--- config.mk ---
export PLATFORM = sky130hd
export DESIGN_NAME = booth_seq_mult
export DESIGN_NICKNAME = d
export VERILOG_FILES = /design/src/rtl/booth_seq_mult_pkg.sv /design/src/rtl/booth_seq_mult_step.sv /design/src/rtl/booth_seq_mult.sv
export SDC_FILE = /design/constraint.sdc
export NUM_CORES = 1
export LEC_CHECK = 0
export ABC_CLOCK_PERIOD_IN_PS = 4400
export CAP_MARGIN = 20
export CORE_ASPECT_RATIO = 0.5
export CORE_UTILIZATION = 35
export DETAILED_ROUTE_END_ITERATION = 8
export DONT_BUFFER_PORTS = 1
export PLACE_DENSITY_LB_ADDON = 0.25
export SLEW_MARGIN = 5
export SYNTH_ARGS = -nofsm -noshare
export SYNTH_HDL_FRONTEND = slang
export SYNTH_SLANG_ARGS = --single-unit
--- constraint.sdc ---
create_clock -name clk -period 4.4 [get_ports clk]
set_input_delay 0.44 -clock clk [delete_from_list [all_inputs] [get_ports clk]]
set_output_delay 0.44 -clock clk [all_outputs]
set_load 0.01 [all_outputs]
--- src/rtl/booth_seq_mult_pkg.sv ---
// Shared definitions for the sequential Booth multiplier.
//   state_t    : controller states (ST_IDLE, ST_RUN)
//   booth_op_t : operation selected by the low two bits of the Q register
package booth_seq_mult_pkg;

    typedef enum logic {
        ST_IDLE = 1'b0,
        ST_RUN  = 1'b1
    } state_t;

    // {Q[0], Q-1} pairs: 00 and 11 only shift, 01 adds M, 10 subtracts M.
    typedef enum logic [1:0] {
        BOOTH_NOP   = 2'b00,
        BOOTH_ADD   = 2'b01,
        BOOTH_SUB   = 2'b10,
        BOOTH_NOP_H = 2'b11
    } booth_op_t;

endpackage

--- src/rtl/booth_seq_mult_step.sv ---
// One combinational radix-2 Booth iteration.
//   a      : accumulator (AW bits)
//   m      : sign-extended multiplicand (AW bits)
//   q      : {multiplier remainder, Q-1} (AW bits)
//   a_next : accumulator after add/sub and arithmetic shift
//   q_next : Q after shift (LSB of the sum enters its MSB)
module booth_step
    import booth_seq_mult_pkg::*;
#(
    parameter int unsigned AW = 9
) (
    input  logic [AW-1:0] a,
    input  logic [AW-1:0] m,
    input  logic [AW-1:0] q,
    output logic [AW-1:0] a_next,
    output logic [AW-1:0] q_next
);

    logic [AW-1:0] sum;
    booth_op_t     op;

    always_comb begin
        op  = booth_op_t'(q[1:0]);
        sum = a;
        case (op)
            BOOTH_ADD: sum = a + m;
            BOOTH_SUB: sum = a - m;
            default:   sum = a;
        endcase
        // Arithmetic shift of the combined {sum, q} register.
        a_next = {sum[AW-1], sum[AW-1:1]};
        q_next = {sum[0], q[AW-1:1]};
    end

endmodule

--- src/rtl/booth_seq_mult.sv ---
// Sequential radix-2 Booth signed multiplier (WIDTH iterations per multiply).
//   clk, rst : rising-edge clock, synchronous active-high reset
//   start    : request, sampled only while idle
//   mcand    : signed multiplicand, captured on the accepting edge
//   mplier   : signed multiplier, captured on the accepting edge
//   busy     : operation in progress
//   done     : one-cycle completion pulse
//   product  : signed 2*WIDTH product, held until the next completion
module booth_seq_mult
    import booth_seq_mult_pkg::*;
#(
    parameter int unsigned WIDTH = 8
) (
    input  logic                 clk,
    input  logic                 rst,
    input  logic                 start,
    input  logic [WIDTH-1:0]     mcand,
    input  logic [WIDTH-1:0]     mplier,
    output logic                 busy,
    output logic                 done,
    output logic [2*WIDTH-1:0]   product
);

    localparam int unsigned AW    = WIDTH + 1;
    localparam int unsigned CNT_W = $clog2(WIDTH + 1);

    state_t           state_q, state_d;
    logic [AW-1:0]    a_q, m_q, q_q;
    logic [AW-1:0]    a_nx, q_nx;
    logic [CNT_W-1:0] cnt_q;
    logic             accept;
    logic             last_step;

    booth_step #(.AW(AW)) u_step (
        .a      (a_q),
        .m      (m_q),
        .q      (q_q),
        .a_next (a_nx),
        .q_next (q_nx)
    );

    always_ff @(posedge clk) begin
        if (rst) state_q <= ST_IDLE;
        else     state_q <= state_d;
    end

    always_comb begin
        state_d   = state_q;
        accept    = 1'b0;
        last_step = 1'b0;
        case (state_q)
            ST_IDLE: begin
                if (start) begin
                    accept  = 1'b1;
                    state_d = ST_RUN;
                end
            end
            ST_RUN: begin
                if (cnt_q == CNT_W'(1)) begin
                    last_step = 1'b1;
                    state_d   = ST_IDLE;
                end
            end
            default: state_d = ST_IDLE;
        endcase
    end

    always_ff @(posedge clk) begin
        if (rst) begin
            busy    <= 1'b0;
            done    <= 1'b0;
            product <= '0;
            a_q     <= '0;
            m_q     <= '0;
            q_q     <= '0;
            cnt_q   <= '0;
        end else begin
            done <= last_step;
            if (accept) begin
                a_q   <= '0;
                m_q   <= {mcand[WIDTH-1], mcand};
                q_q   <= {mplier, 1'b0};
                cnt_q <= CNT_W'(WIDTH);
                busy  <= 1'b1;
            end else if (state_q == ST_RUN) begin
                a_q   <= a_nx;
                q_q   <= q_nx;
                cnt_q <= cnt_q - CNT_W'(1);
                if (last_step) begin
                    busy <= 1'b0;
                    // Top bit of the WIDTH+1 accumulator is only a sign guard.
                    product <= {a_nx[WIDTH-1:0], q_nx[WIDTH:1]};
                end
            end
        end
    end

endmodule

# [Word-level counts from Yosys, hierarchy flattened]
# Index checks and enable logic that the tools add are counted.
# W data, S select, Z words.
[word_totals] elab_cells=37 reg_bits=48
[classes] n_reduce_logical=5 n_eq_ne=3 n_bitwise=2 muxes=14 addsub=3
[op_table] cell="$mux W9" count=2
[op_table] cell="$pmux W9 S2" count=1
[op_table] cell="$add A8 B8 Y9" count=1
[op_table] cell="$sub A8 B8 Y9" count=1
[op_table] cell="$mux W1" count=8
[op_table] cell="$mux W4" count=2
[op_table] cell="$eq A4 B1 Y1 const B" count=1
[op_table] cell="$reduce_bool A2 Y1" count=2
[op_table] cell="$sub A4 B1 Y4 const B" count=1
[op_table] cell="$reduce_and A3 Y1" count=1
[op_table] cell="$eq A2 B1 Y1 const B" count=1
[op_table] cell="$eq A2 B2 Y1 const B" count=1
[op_table] cell="$not A1 Y1" count=2
[op_table] cell="$pmux W1 S2" count=1
[op_table] cell="$reduce_and A2 Y1" count=1
[op_table] cell="$reduce_or A2 Y1" count=1

# [Logic depth before layout (Yosys ltp)]
# Gate-level depths: netlist of the first run.
[logic_depth] ltp_word=6 depth_mapped=11

# [Modules after synthesis]
# Synthesis of the first run repeated with hierarchy kept, for this count alone.
[unflattened] hier_cells=270 area_unflattened_um2=2549.9
[modules_own_cells] mod="booth_seq_mult" cells_per_inst=168 area_each_um2=1815.5 instances=1
[modules_own_cells] mod="booth_step" cells_per_inst=102 area_each_um2=734.5 instances=1

# [Worst setup path before layout of the first run]
# No wires, ideal clock.
[synth_timing] path_kind="reg2reg" from="register q_q[0]" to="register a_q[6]" setup_time_ps=128 path_slack_ps=1764 n_path_buf=1 t_required_ps=4272 t_arrival_ps=2508 stages_incl_launch_ff=11 period_less_slack_ps=2636 path_cell_list="dfxtp_1 -> inv_1 -> ha_1 -> clkbuf_1 -> mux2i_1 -> ha_1 -> nor2b_1 -> o31a_1 -> or4_1 -> o311ai_1 -> o21ai_1"
[synth_via] elab_chain_len=2 elab_cells_between_ends=3 cone_classes="eq/ne: 2; mux: 1"
[synth_rtl] item="start, declared" line="booth_seq_mult.sv:28" source="logic [AW-1:0] a_q, m_q, q_q;"
[synth_rtl] item="start signal, assigned" line="booth_seq_mult.sv:82" source="q_q <= {mplier, 1'b0};"
[synth_rtl] item="start signal, assigned" line="booth_seq_mult.sv:87" source="q_q <= q_nx;"
[synth_rtl] item="$eq A2 B2 Y1 / $eq A2 B1 Y1 (equally long branches)" line="booth_seq_mult_step.sv:25" source="case (op)"
[synth_rtl] item="$pmux W9 S2 *" line="booth_seq_mult_step.sv:25"
[synth_rtl] item="end signal, assigned" line="booth_seq_mult.sv:86" source="a_q <= a_nx;"
[synth_rtl] item="end, declared" line="booth_seq_mult.sv:28"
# Every way passes the cells marked *; elsewhere a longest branch is shown, timed or not.
# A chain may end at the register's enable or synchronous reset.

# [Worst setup path in the final report of the first run]
[layout_timing] from="register q_q[1]" to="register a_q[6]"
# Same word-level chain as after synthesis.

==> results.yml, run 1 <==
clock_network:
  root_buffer: "clkbuf_16"
  numClockSinks: 48
  cts_buffers: 5
  cts_tree: "yes"
  clkTransAtPathRegs_ps: 70
  clock_latency_ps: 290
  cts_max_level: 2
  post-cts-setup-buffers: 0
  hold_buffers: 0
  cts_buffer_depth: 2
  cts-resized-gates: 0
floorplanning:
  die-area_sq_um: 7250
  coreArea_sq_um: 6360
  die_h_microns: 60.7
  pin_count: 37
  fp.dieW_microns: 119
  initial_utilization_pct: 38.0
  rows: 20
sta:
  grt_setup_unrepaired: "no"
  fin_skew_ps: 5.16
  setup_viol_count_final: 0
  slew_violations: 0
  max_slew_margin_pct: 44.6
  finalSetupTns_ps: 0
  fmax_mhz: 350
  hold_violations: 0
  min_period_ps: 2850
  worstMarginPinSlew_ps: 829
  min_period_over_period_pct: 64.9
power:
  pwr-share-clk_pct: 35.4
  p_leak_nw: 0.994
  p_sw_share_pct: 28.9
  power_w: 0.00106
  powerDensity_nw_per_um2: 404
  ir_drop_mv: 0.150
  pwr-share-seq_pct: 44.8
  p_int_w: 0.000752
  switchingPower_w: 0.000305
  combPwrFrac_pct: 19.8
setup_path:
  reg2reg_from: "q_q[1]"
  arrival_ps: 3030
  start_kind: "flop"
  required_ps: 4580
  r2r_cells: 8
  crit_fanout: 8
  reg2reg_setup_slack_ps: 1550
  setup.worst_path.class: "reg -> reg"
  r2r_end: "a_q[6]"
  crit_path_end_kind: "flop"
hold_path:
  hold_path_class: "in -> reg"
  hold_path_startpoint: "rst"
  hold_path_depth: 1
  hold-path-endpoint: "q_q[8]"
global_route:
  grt.overflow.total: 0
  grt_max_degree: 41
  antenna_found_initial: 0
  grt_pass1_vias: 1804
  track_usage_pct: 16.2
  grt_pass1_wl_mm: 8.94
final_layout:
  area_growth_pct: 8.35
  antenna_cells: 0
  layout-drive-gt1-share_pct: 5.45
  layout.nets: 307
logic_synthesis:
  yosysSeqAreaShare_pct: 39.8
  synth_cell_types: 42
  synth_seq_cells: 48
  syn_inst: 282
  async_flop_share_pct: 0
  syn_area_sq_um: 2410
  avgSynthCellArea_sq_um: 8.56
  synth_edf_count: 0
  yosys_most_used_dff: "dfxtp_1"
  syn-num-nets: 314
  ys_warn_count: 0
status:
  status: "complete, no violations"
drt:
  wl_met3_microns: 284
  vias: 1940
  topRoutingLayerUsed: "met4"
  antenna_left: 0
  drc: 0
  wire_per_inst_microns: 15.1
  met1Wirelength_mm: 2.84
  first_iter_violations: 134
  dr.pass1.iters: 4
  vias_per_cell: 5.34
  met2WireLength_mm: 2.32
  drt-total-wl_mm: 5.50
place:
  hpwl_mm: 3.91
  io_buffer_count: 0
  place_congestion: 0.884
run:
  drv_cap: 0
-- power groups by stage --
stage / logic, W / clock network (W) / registers, W
final: 0.000210 / 0.000374 / 0.000473
after global routing: 0.000234 / 0.000399 / 0.000475
after CTS: 0.000208 / 0.000380 / 0.000473
after detailed placement: 0.000206 / 0 / 0.000483
after global placement: 0.000204 / 0 / 0.000482
after floorplan: 0.000175 / 0 / 0.000478
-- how the worst max path moves through the flow --
stage	from	to	slack, ps	cells after the start
after global placement	q_q[1]	a_q[6]	1660	8
after detailed placement	q_q[1]	a_q[6]	1580	8
after CTS	q_q[1]	a_q[6]	1530	8
after floorplan	q_q[0]	a_q[6]	1760	10
after global routing	q_q[1]	a_q[6]	1300	8
final	q_q[1]	a_q[6]	1550	8
-- stage by stage --
| step | setup WS [ps] | util, % | instance area (sq um) | instances | hold WS [ps] |
|---|---|---|---|---|---|
| 6_report | 1550 | 41.1 | 2620 | 363 | 216 |
| 3_3_place_gp | 1660 | 39.0 | 2480 | 356 | 474 |
| 4_1_cts | 1530 | 41.1 | 2620 | 363 | 209 |
| 3_5_place_dp | 1580 | 39.0 | 2480 | 356 | 477 |
| 2_1_floorplan | 1760 | - | 2410 | 282 | 457 |
| 5_1_grt | 1300 | 41.1 | 2620 | 363 | 206 |
-- synthesized netlist by cell type, drive strengths merged (2+ instances only) --
cell / n / share of area (%)
dfxtp: 48 / 40
nor2: 32 / 5.0
nand2: 27 / 4.2
a21oi: 26 / 5.4
o21ai: 17 / 3.5
mux2i: 14 / 5.8
ha: 12 / 6.2
inv: 12 / 1.9
clkbuf: 11 / 1.7
xnor2: 11 / 4.0
a22o: 8 / 2.9
nor3: 8 / 1.7
a211oi: 6 / 1.9
buf: 5 / 0.83
nand2b: 5 / 1.3
a32oi: 4 / 1.5
nor2b: 4 / 1.0
a31oi: 3 / 0.78
nand3: 3 / 0.62
nor4: 3 / 1.4
mux2: 2 / 0.93
nand3b: 2 / 0.62
o21a: 2 / 0.62
xor2: 2 / 0.73
-- layer usage --
layer	vias to the layer above	global-route usage [%]
met5	-	0
met4	0	4.82
met3	7	4.42
met2	44	26.2
met1	908	21.6
li1	981	-
-- kinds of logic (layout without fill, tap and decap cells) --
logic type      Yosys count  after routing  share of synthesized area [%]
compound gates           75             75                           19.8
buf+inv                  28             21                           4.41
simple gates             89             89                           17.5
flops                    48             48                           39.8
xor+xnor                 13             13                           4.72
mux                      16             16                           6.74
fa+ha+maj                13             13                           7.05
-- state kept, by name, summed over array words and instances, names as in the netlist --
signal	count
done	1
q_q	9
cnt_q	4
busy	1
product	16
m_q	8
state_q	1
a_q	8
-- final cells by class --
cell class                      instances  area (sq um)
Inverter                               12          45.0
Fill cell                             660          3740
Tap cell                               88           110
Timing Repair Buffer                    2          15.0
Clock inverter                          2          12.5
Sequential cell                        48           961
Multi-Input combinational cell        206          1350
Clock buffer                            5           125
-- worst max-delay path, cell delays in order, from the launching register on --
cell and delay (ps):
dfxtp_1 370, ha_1 370, mux2i_1 350, ha_1 290, nor2b_1 150, o31a_1 280, or4_1 470, o311ai_1 340
o21ai_1 110
-- layout by cell type, fill, tap and decap left out, types with 4 or more instances in the layout --
cell type and instances:
a211oi_1 6, a21oi_1 26, a22o_1 8, a32oi_1 4, clkbuf_16 5, dfxtp_1 48, ha_1 12, inv_1 12
mux2i_1 14, nand2_1 27, nand2b_1 5, nor2_1 32, nor2b_1 4, nor3_1 8, o21ai_0 15, xnor2_1 11
(Power assumes the default switching activity.)
==> run 2: changes to the inputs <==
--- a/config.mk
+++ b/config.mk
@@ -5,7 +5,7 @@
 export SDC_FILE = /design/constraint.sdc
 export NUM_CORES = 1
 export LEC_CHECK = 0
-export ABC_CLOCK_PERIOD_IN_PS = 4400
+export ABC_CLOCK_PERIOD_IN_PS = 2900
 export CAP_MARGIN = 20
 export CORE_ASPECT_RATIO = 0.5
 export CORE_UTILIZATION = 35
==> constraint.sdc (replaced) <==
create_clock -name clk -period 2.9 [get_ports clk]
set_input_delay 0.29 -clock clk [delete_from_list [all_inputs] [get_ports clk]]
set_output_delay 0.29 -clock clk [all_outputs]
set_load 0.01 [all_outputs]
==> run 2 against run 1 <==
Clock-buffer cell count stayed put. Global-route usage is 0.58 points higher. Sequential power is 52% higher. Sequential share of layout area is 0.30 points lower. First-iteration DRC count is 6.7% higher. Design area is 0.81% higher. Total power is 52% higher. Worst hold slack worse by 150 ps. Clock power is 50% higher. Non-clock buffer count is 1 higher. Die area stayed put. Highest routed layer unchanged.
==> results.yml, run 2 (same netlist as run 1, synthesis figures left out) <==
setup_path:
  cpPeakStageDelay_ps: 510
  required_ps: 3070
  crit_fanout: 5
  slowest_stage: "or4_1"
  reg2reg_setup_slack_ps: 210
  cp-startpoint: "m_q[0]"
  crit_path_end_kind: "flop"
  crit_end: "a_q[6]"
  start_kind: "flop"
  r2r_cells: 9
  r2r_end: "a_q[6]"
  path_cells: "inv_1 -> ha_1 -> mux2i_2 -> ha_1 -> nor2b_1 -> o31a_1 -> or4_1 -> o311ai_2 -> o21ai_1"
  arrival_ps: 2860
  setup.worst_path.class: "reg -> reg"
  reg2reg_from: "m_q[0]"
  worst_path_most_repeated_cell: "ha_1"
floorplanning:
  pin_count: 37
  die-area_sq_um: 7250
  rows: 20
  coreArea_sq_um: 6360
  fp.dieW_microns: 119
  die_h_microns: 60.7
  initial_utilization_pct: 38.0
clock_network:
  clkTransAtPathRegs_ps: 60
  cts_max_level: 2
  cts_buffer_depth: 2
  root_buffer: "clkbuf_16"
  cts_buffers: 5
  clock_latency_ps: 290
  cts_tree: "yes"
  numClockSinks: 48
drt:
  vias_per_cell: 5.40
  antenna_left: 0
  drc: 0
  wire_per_inst_microns: 15.3
  drt-total-wl_mm: 5.58
  dr.pass1.iters: 6
  first_iter_violations: 143
  vias: 1966
place:
  placedCellCount: 357
  hpwl_mm: 4.05
  place_congestion: 0.881
  io_buffer_count: 0
global_route:
  grt_max_degree: 41
  grt_pass1_wl_mm: 9.27
  antenna_found_initial: 0
  grt.overflow.total: 0
  grt_pass1_vias: 1924
  track_usage_pct: 16.8
power:
  ir_drop_mv: 0.239
  power_w: 0.00160
  p_leak_nw: 0.999
  powerDensity_nw_per_um2: 608
sta:
  setup_viol_count_final: 0
  fmax_mhz: 372
  grt_setup_unrepaired: "no"
  min_period_ps: 2690
  finalSetupTns_ps: 0
  max_slew_margin_pct: 49.3
  min_period_over_period_pct: 92.6
  slew_violations: 0
  worstMarginPinSlew_ps: 759
  fin_skew_ps: 3.73
  hold_violations: 0
final_layout:
  final_cell_mix: "48 x dfxtp_1, 32 x nor2_1, 27 x nand2_1"
  largest_reg_flops: 16
  regArea_sq_um: 961
  regMostFlops: "product"
  multi_input_area_sq_um: 1360
  area_growth_pct: 9.23
  antenna_cells: 0
  fillers: 660
  layout.nets: 308
  reg_top3: "product (16), q_q (9)"
  layout_commonest_cell: "dfxtp_1"
  layout-drive-gt1-share_pct: 6.88
  final_cells: 364
hold_path:
  hold_path_depth: 1
  hold_path_class: "in -> reg"
status:
  status: "complete, no violations"
run:
  drv_cap: 0
-- run 2: cell count changes in the layout (fill, tap and decap cells not counted), sizes merged --
cell	change
buf	+1
-- run 2: final cells by class --
class	instances	share of cell area [%]
clock buffer	5	4.75
clock inverter	2	0.475
inverter	12	1.71
multi-input combinational	206	51.6
sequential	48	36.4
tap	88	4.18
timing repair buffer	3	0.854
-- run 2: worst min path at each step --
stage / start / endpoint / slack, ps
6_report: rst / q_q[6] / 70
5_1_grt: rst / q_q[6] / 50
4_1_cts: rst / m_q[6] / 60
3_5_place_dp: rst / m_q[1] / 370
3_3_place_gp: rst / m_q[5] / 370
2_1_floorplan: mcand[6] / m_q[6] / 430
-- run 2: power breakdown --
part           switching, W  total (W)  internal, W
clock network      0.000246   0.000560     0.000313
logic              0.000183   0.000325     0.000142
registers         0.0000300   0.000718     0.000688
-- run 2: critical path, delay by kind of cell (launching register included) --
family / cells / cell delay [ps]
DFF: 1 / 410
muxes: 1 / 210
and+or+nand+nor: 2 / 650
AOI/OAI and AO/OA: 3 / 640
adders and majority gates: 2 / 570
buffers and inverters: 1 / 90
-- run 2: repair_timing --
item	CTS	global route
setup buffers	0	0
hold endpoints to repair	0	0
resized for setup	0	3
hold buffers	0	0
setup endpoints to repair	0	2
-- run 2: per-stage QoR --
stage | setup WS (ps) | utilization, % | hold WS, ps | area, sq um
after floorplan | 264 | - | 426 | 2410
after global placement | 170 | 39.1 | 366 | 2480
after detailed placement | 93.2 | 39.1 | 367 | 2480
after CTS | 94.3 | 41.3 | 58.2 | 2620
after global routing | 58.3 | 41.5 | 54.5 | 2640
final | 213 | 41.5 | 67.0 | 2640
-- run 2: layer usage --
layer  vias to the layer above  global-route usage (%)  share of wire (%)
met2                        47                    28.9                 44
met5                         -                       0                  0
li1                        982                       -                  -
met3                         7                    4.70                4.8
met1                       930                    20.8                 50
met4                         0                    5.54                1.3
==> run 3: changes to the inputs <==
--- a/config.mk
+++ b/config.mk
@@ -7,7 +7,7 @@
 export LEC_CHECK = 0
 export ABC_CLOCK_PERIOD_IN_PS = 2900
 export CAP_MARGIN = 20
-export CORE_ASPECT_RATIO = 0.5
+export CORE_ASPECT_RATIO = 0.8
 export CORE_UTILIZATION = 35
 export DETAILED_ROUTE_END_ITERATION = 8
 export DONT_BUFFER_PORTS = 1
@@ -15,4 +15,5 @@
 export SLEW_MARGIN = 5
 export SYNTH_ARGS = -nofsm -noshare
 export SYNTH_HDL_FRONTEND = slang
+export SYNTH_HIERARCHICAL = 1
 export SYNTH_SLANG_ARGS = --single-unit
==> run 3 against run 2 <==
Combinational power is 4% lower. Design area shrank 0.43%. Global-route usage shrank 2.9 points. Die area rose by 5.2%. Non-clock buffer count increased by 1. Clock skew grew 6.2 ps. Fmax rose by 0.83%. Critical path type unchanged. Critical endpoint is now a_q[7]. Largest cell class unchanged.
==> results.yml, run 3 <==
setup_path:
  setup.worst_path.class: "reg -> reg"
  required_ps: 3130
  start_kind: "flop"
  slowest_stage: "fa_1"
  arrival_ps: 2890
  reg2reg_setup_slack_ps: 240
  cpPeakStageDelay_ps: 480
  r2r_end: "a_q[7]"
  crit_path_end_kind: "flop"
  r2r_cells: 11
  crit_fanout: 5
  reg2reg_from: "m_q[0]"
  worst_path_most_repeated_cell: "mux2i_1"
  path_cells: "inv_1 -> ha_1 -> mux2i_1 -> fa_1 -> a211oi_2 -> o21ai_0 -> and4_1 -> nor3_2 -> xor2_2 -> mux2i_1 -> nor2_1"
sta:
  grt_setup_unrepaired: "no"
  max_slew_margin_pct: 47.4
  hold_violations: 0
  setup_viol_count_final: 0
  min_period_over_period_pct: 91.9
  worstMarginPinSlew_ps: 789
  fmax_mhz: 375
  slew_violations: 0
  finalSetupTns_ps: 0
  min_period_ps: 2660
  fin_skew_ps: 9.91
logic_synthesis:
  yosysTopAreaCellShare_pct: 38.5
  synth_area_leaders: "dfxtp_1 38%, mux2i_1 7.9%, ha_1 5.9%"
  syn_inst: 270
  synth_edf_count: 0
  avgSynthCellArea_sq_um: 9.44
  synth_commonest_cells: "49 x dfxtp_1, 27 x nor2_1, 24 x nand2_1, 20 x mux2i_1, 16 x a22o_1"
  yosysTopAreaCell: "dfxtp_1"
  synth_seq_cells: 49
  ys_warn_count: 6
  async_flop_share_pct: 0
  synth_cell_types: 44
  syn_area_sq_um: 2550
  synth.most_common_cell: "dfxtp_1"
  yosys_most_used_dff: "dfxtp_1"
  yosysSeqAreaShare_pct: 38.5
  syn-num-nets: 302
final_layout:
  largest_reg_flops: 16
  reg_top3: "product (16), a_q (9), q_q (9)"
  final_cell_mix: "48 x dfxtp_1, 27 x nor2_1, 24 x nand2_1"
  antenna_cells: 0
  layout_commonest_cell: "dfxtp_1"
  regMostFlops: "product"
  multi_input_area_sq_um: 1380
  layout-drive-gt1-share_pct: 10.9
  fillers: 711
  area_growth_pct: 2.94
  layout.nets: 289
  regArea_sq_um: 982
drt:
  dr.pass1.iters: 4
  drt-total-wl_mm: 4.99
  antenna_left: 0
  first_iter_violations: 68
  wire_per_inst_microns: 14.5
  vias_per_cell: 5.12
  vias: 1761
  drc: 0
place:
  io_buffer_count: 0
  hpwl_mm: 3.69
  place_congestion: 0.856
clock_network:
  root_buffer: "clkbuf_8"
  cts_buffers: 5
  post-cts-setup-buffers: 0
  numClockSinks: 49
  cts_tree: "yes"
  clock_latency_ps: 300
  cts_buffer_depth: 2
  cts_max_level: 2
  clkTransAtPathRegs_ps: 90
power:
  ir_drop_mv: 0.219
  powerDensity_nw_per_um2: 552
  power_w: 0.00145
  p_leak_nw: 1.01
global_route:
  grt.overflow.total: 0
  grt_pass1_vias: 1708
  track_usage_pct: 13.9
  grt_pass1_wl_mm: 8.50
  grt_max_degree: 24
  antenna_found_initial: 0
status:
  status: "complete, no violations"
floorplanning:
  rows: 27
  initial_utilization_pct: 36.6
  pin_count: 37
  die-area_sq_um: 7630
  fp.dieW_microns: 97.4
  coreArea_sq_um: 6960
  die_h_microns: 78.3
hold_path:
  hold_path_depth: 1
  hold-path-endpoint: "q_q[4]"
  hold_path_class: "in -> reg"
  hold_path_startpoint: "rst"
run:
  drv_cap: 0
run 3: cell types whose count changed in the layout (fill, tap and decap cells not counted), sizes merged, moves of 4 or more:
cell	change
mux2i	+6
a21oi	-14
nor2	-4
o21ai	-9
a22o	+8
mux2	+7
run 3: final cells by class:
cell class / instances / area share, %
Sequential cell: 49 / 37.4
Tap cell: 87 / 4.15
Clock inverter: 1 / 0.286
Inverter: 9 / 1.29
Clock buffer: 6 / 3.15
Timing Repair Buffer: 4 / 1.14
Multi-Input combinational cell: 188 / 52.6
run 3: kinds of logic after synthesis:
| group | count (synthesis) | synth area share [%] |
|---|---|---|
| XOR/XNOR | 13 | 4.47 |
| AO/OA/AOI/OAI | 58 | 16.2 |
| multiplexers | 29 | 11.8 |
| AND/OR/NAND/NOR | 75 | 14.6 |
| adder cells (fa/ha/maj) | 13 | 6.67 |
| buffers and inverters | 33 | 7.80 |
| flip-flops | 49 | 38.5 |
run 3: where the power goes:
part / internal (W) / switching (W)
sequential: 0.000699 / 0.0000282
clock: 0.000189 / 0.000222
combinational: 0.000146 / 0.000166
total: 0.00103 / 0.000416
run 3: per-layer routing:
layer	share of wire, %	vias to the layer above	wire length, microns	global-route usage, %
met5	0	-	0	0
li1	-	910	-	-
met1	54	803	2700	20.6
met4	1.2	0	58	4.12
met2	40	41	1990	19.2
met3	4.9	7	246	4.10
run 3: how the worst max path moves through the flow:
stage,cells after the start,slack [ps],endpoint,startpoint
3_5_place_dp,10,150,a_q[8],q_q[1]
6_report,11,240,a_q[7],m_q[0]
4_1_cts,10,130,a_q[7],q_q[1]
2_1_floorplan,13,320,a_q[8],q_q[0]
3_3_place_gp,10,200,a_q[7],q_q[1]
5_1_grt,11,2,a_q[7],m_q[3]
run 3: what timing repair did:
item / CTS / global route
setup endpoints to repair: 0 / 3
gates resized for setup: 0 / 3
endpoints found under the hold margin: 0 / 0
hold buffers: 0 / 0
run 3: metrics by stage:
| stage | setup WS [ps] | utilization [%] | cell area [sq um] | hold slack, ps | instances |
|---|---|---|---|---|---|
| 3_3_place_gp | 198 | 36.3 | 2520 | 363 | 337 |
| 5_1_grt | 1.88 | 37.7 | 2630 | 25.6 | 344 |
| 3_5_place_dp | 149 | 36.3 | 2520 | 365 | 337 |
| 4_1_cts | 127 | 37.6 | 2610 | 36.3 | 344 |
| 6_report | 235 | 37.7 | 2630 | 48.5 | 344 |
| 2_1_floorplan | 320 | - | 2550 | 426 | 270 |
run 3: worst max-delay path: cells and delay by family (launching register included):
kind / cells / cell delay (ps)
adders and majority gates: 2 / 760
AOI/OAI and AO/OA: 2 / 390
xor gates and xnor gates: 1 / 210
and+or+nand+nor: 3 / 530
DFF: 1 / 410
buffers and inverters: 1 / 80
muxes: 2 / 200
